==> src/rtl/mem_ctrl.sv <==
// mem_ctrl: arbiter and sequencer for the single byte-wide RAM port shared by instruction fetch
// (IF) and the MEM stage. Multi-byte accesses are split into per-byte RAM cycles. Read bytes are
// assembled little-endian. A flush from EX drops an in-flight fetch.
//
// Ports:
//   clk, rst           clock and asynchronous active-low reset
//   if_req_i/addr_i    4-byte instruction read request
//   if_done_o/data_o   one-cycle completion pulse and fetched word (held until the next pulse)
//   mem_req_i/we_i     MEM access request (we=1 store, we=0 load)
//   mem_width_i        00 byte, 01 half, 1x word
//   mem_addr_i/wdata_i MEM byte address and store data
//   mem_done_o/rdata_o one-cycle completion pulse and zero-extended load data
//   flush_i            taken branch/jump; cancels IF traffic only
//   ram_addr_o/wr_o    RAM byte address and write strobe
//   ram_dout_o         RAM write byte
//   ram_din_i          RAM read byte, valid the cycle after its address is driven
module mem_ctrl #(
  parameter int unsigned ADDR_W = 32
) (
  input  logic              clk,
  input  logic              rst,
  input  logic              if_req_i,
  input  logic [ADDR_W-1:0] if_addr_i,
  output logic              if_done_o,
  output logic [31:0]       if_data_o,
  input  logic              mem_req_i,
  input  logic              mem_we_i,
  input  logic [1:0]        mem_width_i,
  input  logic [ADDR_W-1:0] mem_addr_i,
  input  logic [31:0]       mem_wdata_i,
  output logic              mem_done_o,
  output logic [31:0]       mem_rdata_o,
  input  logic              flush_i,
  output logic [ADDR_W-1:0] ram_addr_o,
  output logic              ram_wr_o,
  output logic [7:0]        ram_dout_o,
  input  logic [7:0]        ram_din_i
);

  typedef enum logic [1:0] {StIdle, StRead, StWrite} state_e;

  state_e            state_q, state_d;
  logic              owner_mem_q, owner_mem_d;
  logic [ADDR_W-1:0] base_q, base_d;
  logic [2:0]        n_q, n_d;
  logic [2:0]        issue_q, issue_d;
  logic [2:0]        cap_q, cap_d;
  // Low for the first READ edge: no read data is on ram_din_i yet.
  logic              prime_q, prime_d;
  logic [31:0]       wdata_q, wdata_d;
  logic [31:0]       asm_q, asm_d;
  logic [31:0]       asm_next;
  logic              if_done_q, if_done_d;
  logic [31:0]       if_data_q, if_data_d;
  logic              mem_done_q, mem_done_d;
  logic [31:0]       mem_rdata_q, mem_rdata_d;
  logic [ADDR_W-1:0] ram_addr_q, ram_addr_d;
  logic              ram_wr_q, ram_wr_d;
  logic [7:0]        ram_dout_q, ram_dout_d;

  function automatic logic [2:0] width_bytes(input logic [1:0] w);
    case (w)
      2'b00:   return 3'd1;
      2'b01:   return 3'd2;
      default: return 3'd4;
    endcase
  endfunction

  // Current assembly with the byte arriving this cycle merged into lane cap_q.
  assign asm_next = asm_q | (32'(ram_din_i) << {cap_q[1:0], 3'b000});

  always_comb begin
    state_d     = state_q;
    owner_mem_d = owner_mem_q;
    base_d      = base_q;
    n_d         = n_q;
    issue_d     = issue_q;
    cap_d       = cap_q;
    prime_d     = prime_q;
    wdata_d     = wdata_q;
    asm_d       = asm_q;
    if_done_d   = 1'b0;
    if_data_d   = if_data_q;
    mem_done_d  = 1'b0;
    mem_rdata_d = mem_rdata_q;
    ram_addr_d  = ram_addr_q;
    ram_wr_d    = ram_wr_q;
    ram_dout_d  = ram_dout_q;

    case (state_q)
      StIdle: begin
        // A requester still showing its done pulse is ignored so it is not served twice.
        if (mem_req_i && !mem_done_q) begin
          owner_mem_d = 1'b1;
          base_d      = mem_addr_i;
          n_d         = width_bytes(mem_width_i);
          wdata_d     = mem_wdata_i;
          issue_d     = 3'd1;
          cap_d       = 3'd0;
          prime_d     = 1'b0;
          asm_d       = 32'd0;
          ram_addr_d  = mem_addr_i;
          if (mem_we_i) begin
            ram_wr_d   = 1'b1;
            ram_dout_d = mem_wdata_i[7:0];
            state_d    = StWrite;
          end else begin
            state_d = StRead;
          end
        end else if (if_req_i && !if_done_q && !flush_i) begin
          owner_mem_d = 1'b0;
          base_d      = if_addr_i;
          n_d         = 3'd4;
          issue_d     = 3'd1;
          cap_d       = 3'd0;
          prime_d     = 1'b0;
          asm_d       = 32'd0;
          ram_addr_d  = if_addr_i;
          state_d     = StRead;
        end
      end

      StRead: begin
        if (!owner_mem_q && flush_i) begin
          ram_addr_d = '0;
          state_d    = StIdle;
        end else begin
          if (issue_q < n_q) begin
            ram_addr_d = base_q + ADDR_W'(issue_q);
            issue_d    = issue_q + 3'd1;
          end
          if (!prime_q) begin
            prime_d = 1'b1;
          end else begin
            asm_d = asm_next;
            cap_d = cap_q + 3'd1;
            if (cap_q == n_q - 3'd1) begin
              ram_addr_d = '0;
              state_d    = StIdle;
              if (owner_mem_q) begin
                mem_done_d  = 1'b1;
                mem_rdata_d = asm_next;
              end else begin
                if_done_d = 1'b1;
                if_data_d = asm_next;
              end
            end
          end
        end
      end

      StWrite: begin
        if (issue_q < n_q) begin
          ram_addr_d = base_q + ADDR_W'(issue_q);
          ram_dout_d = wdata_q[{issue_q[1:0], 3'b000} +: 8];
          issue_d    = issue_q + 3'd1;
        end else begin
          ram_wr_d   = 1'b0;
          ram_addr_d = '0;
          mem_done_d = 1'b1;
          state_d    = StIdle;
        end
      end

      default: state_d = StIdle;
    endcase
  end

  always_ff @(posedge clk or negedge rst) begin
    if (!rst) begin
      state_q     <= StIdle;
      owner_mem_q <= 1'b0;
      base_q      <= '0;
      n_q         <= 3'd0;
      issue_q     <= 3'd0;
      cap_q       <= 3'd0;
      prime_q     <= 1'b0;
      wdata_q     <= 32'd0;
      asm_q       <= 32'd0;
      if_done_q   <= 1'b0;
      if_data_q   <= 32'd0;
      mem_done_q  <= 1'b0;
      mem_rdata_q <= 32'd0;
      ram_addr_q  <= '0;
      ram_wr_q    <= 1'b0;
      ram_dout_q  <= 8'd0;
    end else begin
      state_q     <= state_d;
      owner_mem_q <= owner_mem_d;
      base_q      <= base_d;
      n_q         <= n_d;
      issue_q     <= issue_d;
      cap_q       <= cap_d;
      prime_q     <= prime_d;
      wdata_q     <= wdata_d;
      asm_q       <= asm_d;
      if_done_q   <= if_done_d;
      if_data_q   <= if_data_d;
      mem_done_q  <= mem_done_d;
      mem_rdata_q <= mem_rdata_d;
      ram_addr_q  <= ram_addr_d;
      ram_wr_q    <= ram_wr_d;
      ram_dout_q  <= ram_dout_d;
    end
  end

  assign if_done_o   = if_done_q;
  assign if_data_o   = if_data_q;
  assign mem_done_o  = mem_done_q;
  assign mem_rdata_o = mem_rdata_q;
  assign ram_addr_o  = ram_addr_q;
  assign ram_wr_o    = ram_wr_q;
  assign ram_dout_o  = ram_dout_q;

endmodule
==> config.mk <==
export PLATFORM = sky130hd
export DESIGN_NAME = mem_ctrl
export DESIGN_NICKNAME = d
export VERILOG_FILES = /design/src/rtl/mem_ctrl.sv
export SDC_FILE = /design/constraint.sdc
export NUM_CORES = 1
export LEC_CHECK = 0
export CAP_MARGIN = 20
export CORE_MARGIN = 4
export CORE_UTILIZATION = 53
export CTS_CLUSTER_SIZE = 40
export DETAILED_ROUTE_END_ITERATION = 16
export HOLD_SLACK_MARGIN = 0.03
export PLACE_DENSITY = 0.9
export SYNTH_ARGS = -nofsm -noshare
export SYNTH_HDL_FRONTEND = slang
export SYNTH_SLANG_ARGS = --single-unit
==> constraint.sdc <==
create_clock -name clk -period 7.3 [get_ports clk]
set_clock_uncertainty 0.2 [all_clocks]
set_input_delay 0.73 -clock clk [delete_from_list [all_inputs] [get_ports clk]]
set_output_delay 0.73 -clock clk [all_outputs]
set_load 0.01 [all_outputs]
## Word level (Yosys, flattened, before mapping)

Index checks and enable logic that the tools add are counted.

| word-level totals | value |
|---|---|
| memories | 0 |
| flip-flop bits (word level) | 216 |
| input port bits | 112 |
| bits in read-only memories | 0 |
| RAM bits | 0 |
| bits in latches | 0 |

| operators by class | value |
|---|---|
| shift-type cells | 2 |
| order comparisons | 1 |
| reduce and logical (&&, ||, !) cells | 25 |
| multiply operators | 0 |
| eq/ne operators | 13 |
| div/mod/pow operators | 0 |
| bitwise operators | 3 |
| add/sub/neg operators | 4 |
| muxes and demuxes | 58 |

Operators by type and width:

| cell | count |
|---|---|
| $mux W32 | 11 |
| $pmux W32 S3 | 1 |
| $pmux W32 S2 | 1 |
| $add A32 B3 Y32 | 1 |
| $or A32 B32 Y32 | 1 |
| $shiftx A32 B6 Y8 | 1 |
| $shl A8 B5 Y32 | 1 |
| $mux W3 | 10 |
| $mux W8 | 3 |
| $mux W1 | 17 |
| $pmux W8 S2 | 1 |
| $reduce_and A4 Y1 | 4 |
| $mux W2 | 7 |
| $ne A2 B2 Y1 const B | 6 |
| $pmux W3 S2 | 2 |
| $reduce_and A5 Y1 | 2 |
| $ne A3 B3 Y1 const B | 3 |
| $pmux W3 S3 | 1 |
| $add A3 B1 Y3 const B | 2 |
| $pmux W1 S2 | 3 |
| $pmux W2 S3 | 1 |
| $reduce_and A2 Y1 | 3 |
| $reduce_and A3 Y1 | 2 |
| $reduce_bool A2 Y1 | 3 |
| 10 further kinds | 19 |

## Longest topological paths before layout

| depth | value |
|---|---|
| word-level depth | 6 |
| depth in mapped cells | 9 |
| gate-level depth less buffers | 8 |

## Worst setup path after synthesis

No wires, ideal clock.

| timing | value |
|---|---|
| path kind | reg2reg |
| from | register issue_q[1] |
| to | register ram_addr_q[8], in the netlist ram_addr_o[8] |
| cell stages (with the launch flop) | 9 |
| arrival time | 2.349 ns |
| library setup time | 0.126 ns |
| buffers on the path | 1 |
| path slack | 4.625 ns |
| clock period less this slack | 2.675 ns |
| path through | dfrtp_1 -> clkbuf_1 -> inv_1 -> fa_1 -> nor2b_1 -> o21ai_1 -> or3_1 -> xnor2_1 -> a221o_1 |

| on the way | value |
|---|---|
| word-level cells in the longest chain between the ends | 6 |

RTL lines:

| element | line | source |
|---|---|---|
| start, declared | 46 | `logic [2:0] issue_q, issue_d;` |
| start signal, assigned | 192 | `issue_q <= issue_d;` |
| $add A32 B3 Y32 or $lt A3 B3 Y1 (tied branches) | - |  |
| $mux W32 | 128 | `if (issue_q < n_q) begin` |
| $mux W32 | 137 | `if (cap_q == n_q - 3'd1) begin` |
| $mux W32 | 132 | `if (!prime_q) begin` |
| $mux W32 | 124 | `if (!owner_mem_q && flush_i) begin` |
| $pmux W32 S3 * | 90 | `case (state_q)` |
| end signal, assigned | 201 | `ram_addr_q <= ram_addr_d;` |
| end, declared | 57 | `logic [ADDR_W-1:0] ram_addr_q, ram_addr_d;` |

Mark *: on every way between the ends. The rest lies on a longest branch, timed or not.
A chain may end at the register's enable or synchronous reset.

## Final worst setup path

| timing | value |
|---|---|
| from | register issue_q[0] |
| to | register ram_addr_q[20], in the netlist ram_addr_o[20] |

The elaborated chain is that of the path after synthesis.

==> flow_metrics.env <==
export IMPL_cts_tree="built"
export IMPL_critPathRequiredTime_ns=7.43
export IMPL_via_per_inst=5.911
export IMPL_synthCells=940
export IMPL_grt_pass1_vias=8333
export IMPL_cts_max_level=1
export IMPL_worst_slew_pin_slew_ns=1.086
export IMPL_drtAntennaViolNets=0
export IMPL_netlist_area_um2=9980
export IMPL_holdWs_ns=0.2874
export IMPL_cts_made_buffers=23
export IMPL_cts_root_buf="clkbuf_16"
export IMPL_synth_main_ff_cell="dfrtp_1"
export IMPL_gp_congestion=0.8110
export IMPL_drt_pass1_iterations=5
export IMPL_antenna_found_initial=1
export IMPL_io_buffers=218
export IMPL_cp_arrival_ns=3.64
export IMPL_critPathTopFamily="simple AND/OR/NAND/NOR gates"
export IMPL_postCtsSetupRepairBufs=0
export IMPL_multi_input_area_um2=4237
export IMPL_r2r_slack_ns=3.80
export IMPL_die_y_um=145.2
export IMPL_finalWirelength_mm=26.80
export IMPL_ir_worst_vdd_mv=0.2714
export IMPL_status="finished, final reports clean"
export IMPL_ys_async_sr_fraction_pct=100.0
export IMPL_syn_num_nets=1064
export IMPL_rows=49
export IMPL_hp_class="register to register"
export IMPL_cp_startpoint="issue_q[0]"
export IMPL_fmax_ghz=0.2855
export IMPL_cp_max_fo=13
export IMPL_setup_tns_final_ns=0
export IMPL_crit_end="ram_addr_o[20]"
export IMPL_die_w_um=145.2
export IMPL_synth_edff_count=0
export IMPL_fillers=1249
export IMPL_vias=8151
export IMPL_grt_overflow_total=0
export IMPL_layout_common_cells="clkdlybuf4s50_1, dfrtp_1, a21oi_1"
export IMPL_rsz0062_at_grt="no"
export IMPL_first_iter_violations=689
export IMPL_mostFrequentLayoutCell="clkdlybuf4s50_1"
export IMPL_seqCellArea_um2=5405
export IMPL_cpMaxStageDelayCell="dfrtp_1"
export IMPL_period_minus_slack_ns=3.503
export IMPL_r2r_start="issue_q[0]"
export IMPL_critPathCaptureType="register"
export IMPL_wire_per_inst_um=19.44
export IMPL_fin_ws_ns=3.797
export IMPL_start_kind="register"
export IMPL_ys_ff_latch=216
export IMPL_yosys_warnings=0
export IMPL_place_hpwl_mm=18.22
export IMPL_maxSlewHeadroom_pct=27.45
export IMPL_clk_latency_ns=0.51
export IMPL_rr_worst_depth=8
export IMPL_drc=0
export IMPL_utilization_pct=71.65
export IMPL_grt_pass1_wl_mm=42.97
export IMPL_finalSetupViolCount=0
export IMPL_path_clk_slew_ns=0.06
export IMPL_hold_viol=0
export IMPL_p_per_area_nw_per_um2=432.6
export IMPL_path_cells="ha_1 > inv_1 > fa_1 > nor2b_1 > o21ai_1 > nor4_1 > xnor2_1 > o221ai_1"
export IMPL_slew_viol_final=0
export IMPL_grt_max_degree=136
export IMPL_clock_sinks=216
export IMPL_total_power_mw=5.663
export IMPL_yosysSeqAreaShare_pct=54.16
export IMPL_area_growth_pct=31.17
export IMPL_fin_crit_sh_pct=47.98
export IMPL_layout_drive_gt1_share_pct=10.36
export IMPL_cp_slowest_stage_delay_ns=0.81
export IMPL_ys_types=67
export IMPL_floorplan_initialDensity_pct=54.62
export IMPL_cp_depth=8
export IMPL_r2r_end="ram_addr_o[20]"
export IMPL_finalNetCount=1256
export IMPL_drv_cap=0
export IMPL_die_area_um2=21090
export IMPL_grt_usage_pct=24.60
export IMPL_place_ws_ns=3.544
export IMPL_clockBufferDepth=3
export IMPL_crit_buf_inv=1
export IMPL_core_area_um2=18270
export IMPL_ioPinCount=219
export IMPL_leakagePower_nw=5.478
export IMPL_synth_avg_cell_area_um2=10.62
export IMPL_critical_path_class="register to register"
==> tightest hold or removal path: cells and delay by family, from the launching register on <==
kind               cells  cell delay, ns
and+or+nand+nor        1            0.05
DFF                    1            0.34
AOI/OAI and AO/OA      1            0.06
==> per-stage QoR <==
step | instance area [um^2] | cells
final | 13090 | 1379
after global placement | 12220 | 1331
after floorplan | 9980 | 940
after CTS | 12990 | 1373
after global routing | 13090 | 1379
after detailed placement | 12220 | 1331
==> state kept, by name, indices dropped and copies added, names as in the netlist, 2 cells and up <==
name	count
state_q	2
if_data_o	32
asm_q	32
mem_rdata_o	32
ram_addr_o	32
n_q	3
cap_q	3
base_q	32
wdata_q	32
ram_dout_o	8
issue_q	3
==> area by class of cell <==
class	count	share of cell area, %
clock buffers	39	5.697
flip-flops and latches	216	41.29
multi-input cells	645	32.36
well taps	229	2.189
clock inverters	3	0.1434
inverters	17	0.4875
repair buffers	229	17.81
diodes	1	0.01912
==> report_power, final <==
group,total [mW],internal (mW),switching (mW)
Combinational,2.43,1.15,1.28
Clock,1.16,0.692,0.465
Sequential,2.08,1.69,0.383
Total,5.66,3.53,2.13
==> logic make-up (layout without fill, tap and decap cells) <==
logic type	count (synthesis)	in the layout	synth area share, %
multiplexers	85	85	9.967
other	0	1	0
XOR/XNOR	32	32	2.959
adder cells (fa/ha/maj)	12	12	1.580
AND/OR/NAND/NOR	277	277	13.26
AO/OA/AOI/OAI	239	239	14.34
buffers and inverters	79	288	3.724
flip-flops	216	216	54.16
==> synthesized netlist by cell type, drive strengths merged (2+ instances only) <==
cell type,n,area share (%)
xnor2,19,1.7
and3,3,0.20
nor2b,7,0.44
o211ai,3,0.36
and4,4,0.38
xor2,12,1.1
clkbuf,29,1.2
o31ai,3,0.23
nor2,119,4.5
a32o,4,0.40
o2111ai,2,0.18
ha,11,1.4
o221ai,25,2.3
and2,4,0.25
dfrtp,216,54
nor3,8,0.45
a21oi,141,7.1
a211oi,3,0.33
mux4,8,1.8
o21ai,43,2.2
nand4,6,0.38
or3,9,0.61
nor4b,6,0.78
nand2b,2,0.20
a21o,2,0.15
buf,33,1.9
a22o,2,0.18
a31o,3,0.26
or2,2,0.13
nand3,12,0.65
nand2,78,2.9
nand3b,3,0.23
nor3b,2,0.15
mux2i,42,4.2
nor4,10,0.78
a221o,3,0.30
inv,17,0.64
mux2,35,3.9
==> per-layer routing <==
metal	up-vias	wire length (um)	track usage [%]	part of all wire, %
li1	3719	-	-	-
met1	4004	10400	31.36	39
met2	342	13370	42.04	50
met3	86	1922	4.833	7.2
met4	0	1106	8.974	4.1
met5	-	0	0	0
==> worst min path at each step <==
stage,start,endpoint,slack (ns),cells past startpoint
after floorplan,rst,asm_q[0],0.23,0
after global placement,ram_addr_o[13],ram_addr_o[13],0.27,2
after detailed placement,ram_addr_o[2],ram_addr_o[2],0.28,2
after CTS,rst,ram_addr_o[6],0.26,1
after global routing,base_q[0],base_q[0],0.30,2
final,ram_addr_o[6],ram_addr_o[6],0.29,2
==> what timing repair did <==
action	4_1_cts	5_1_grt
hold buffers	0	1
hold endpoints to repair	0	49
gates resized for setup	0	0
No activity file was read; power rests on OpenSTA's default activity.
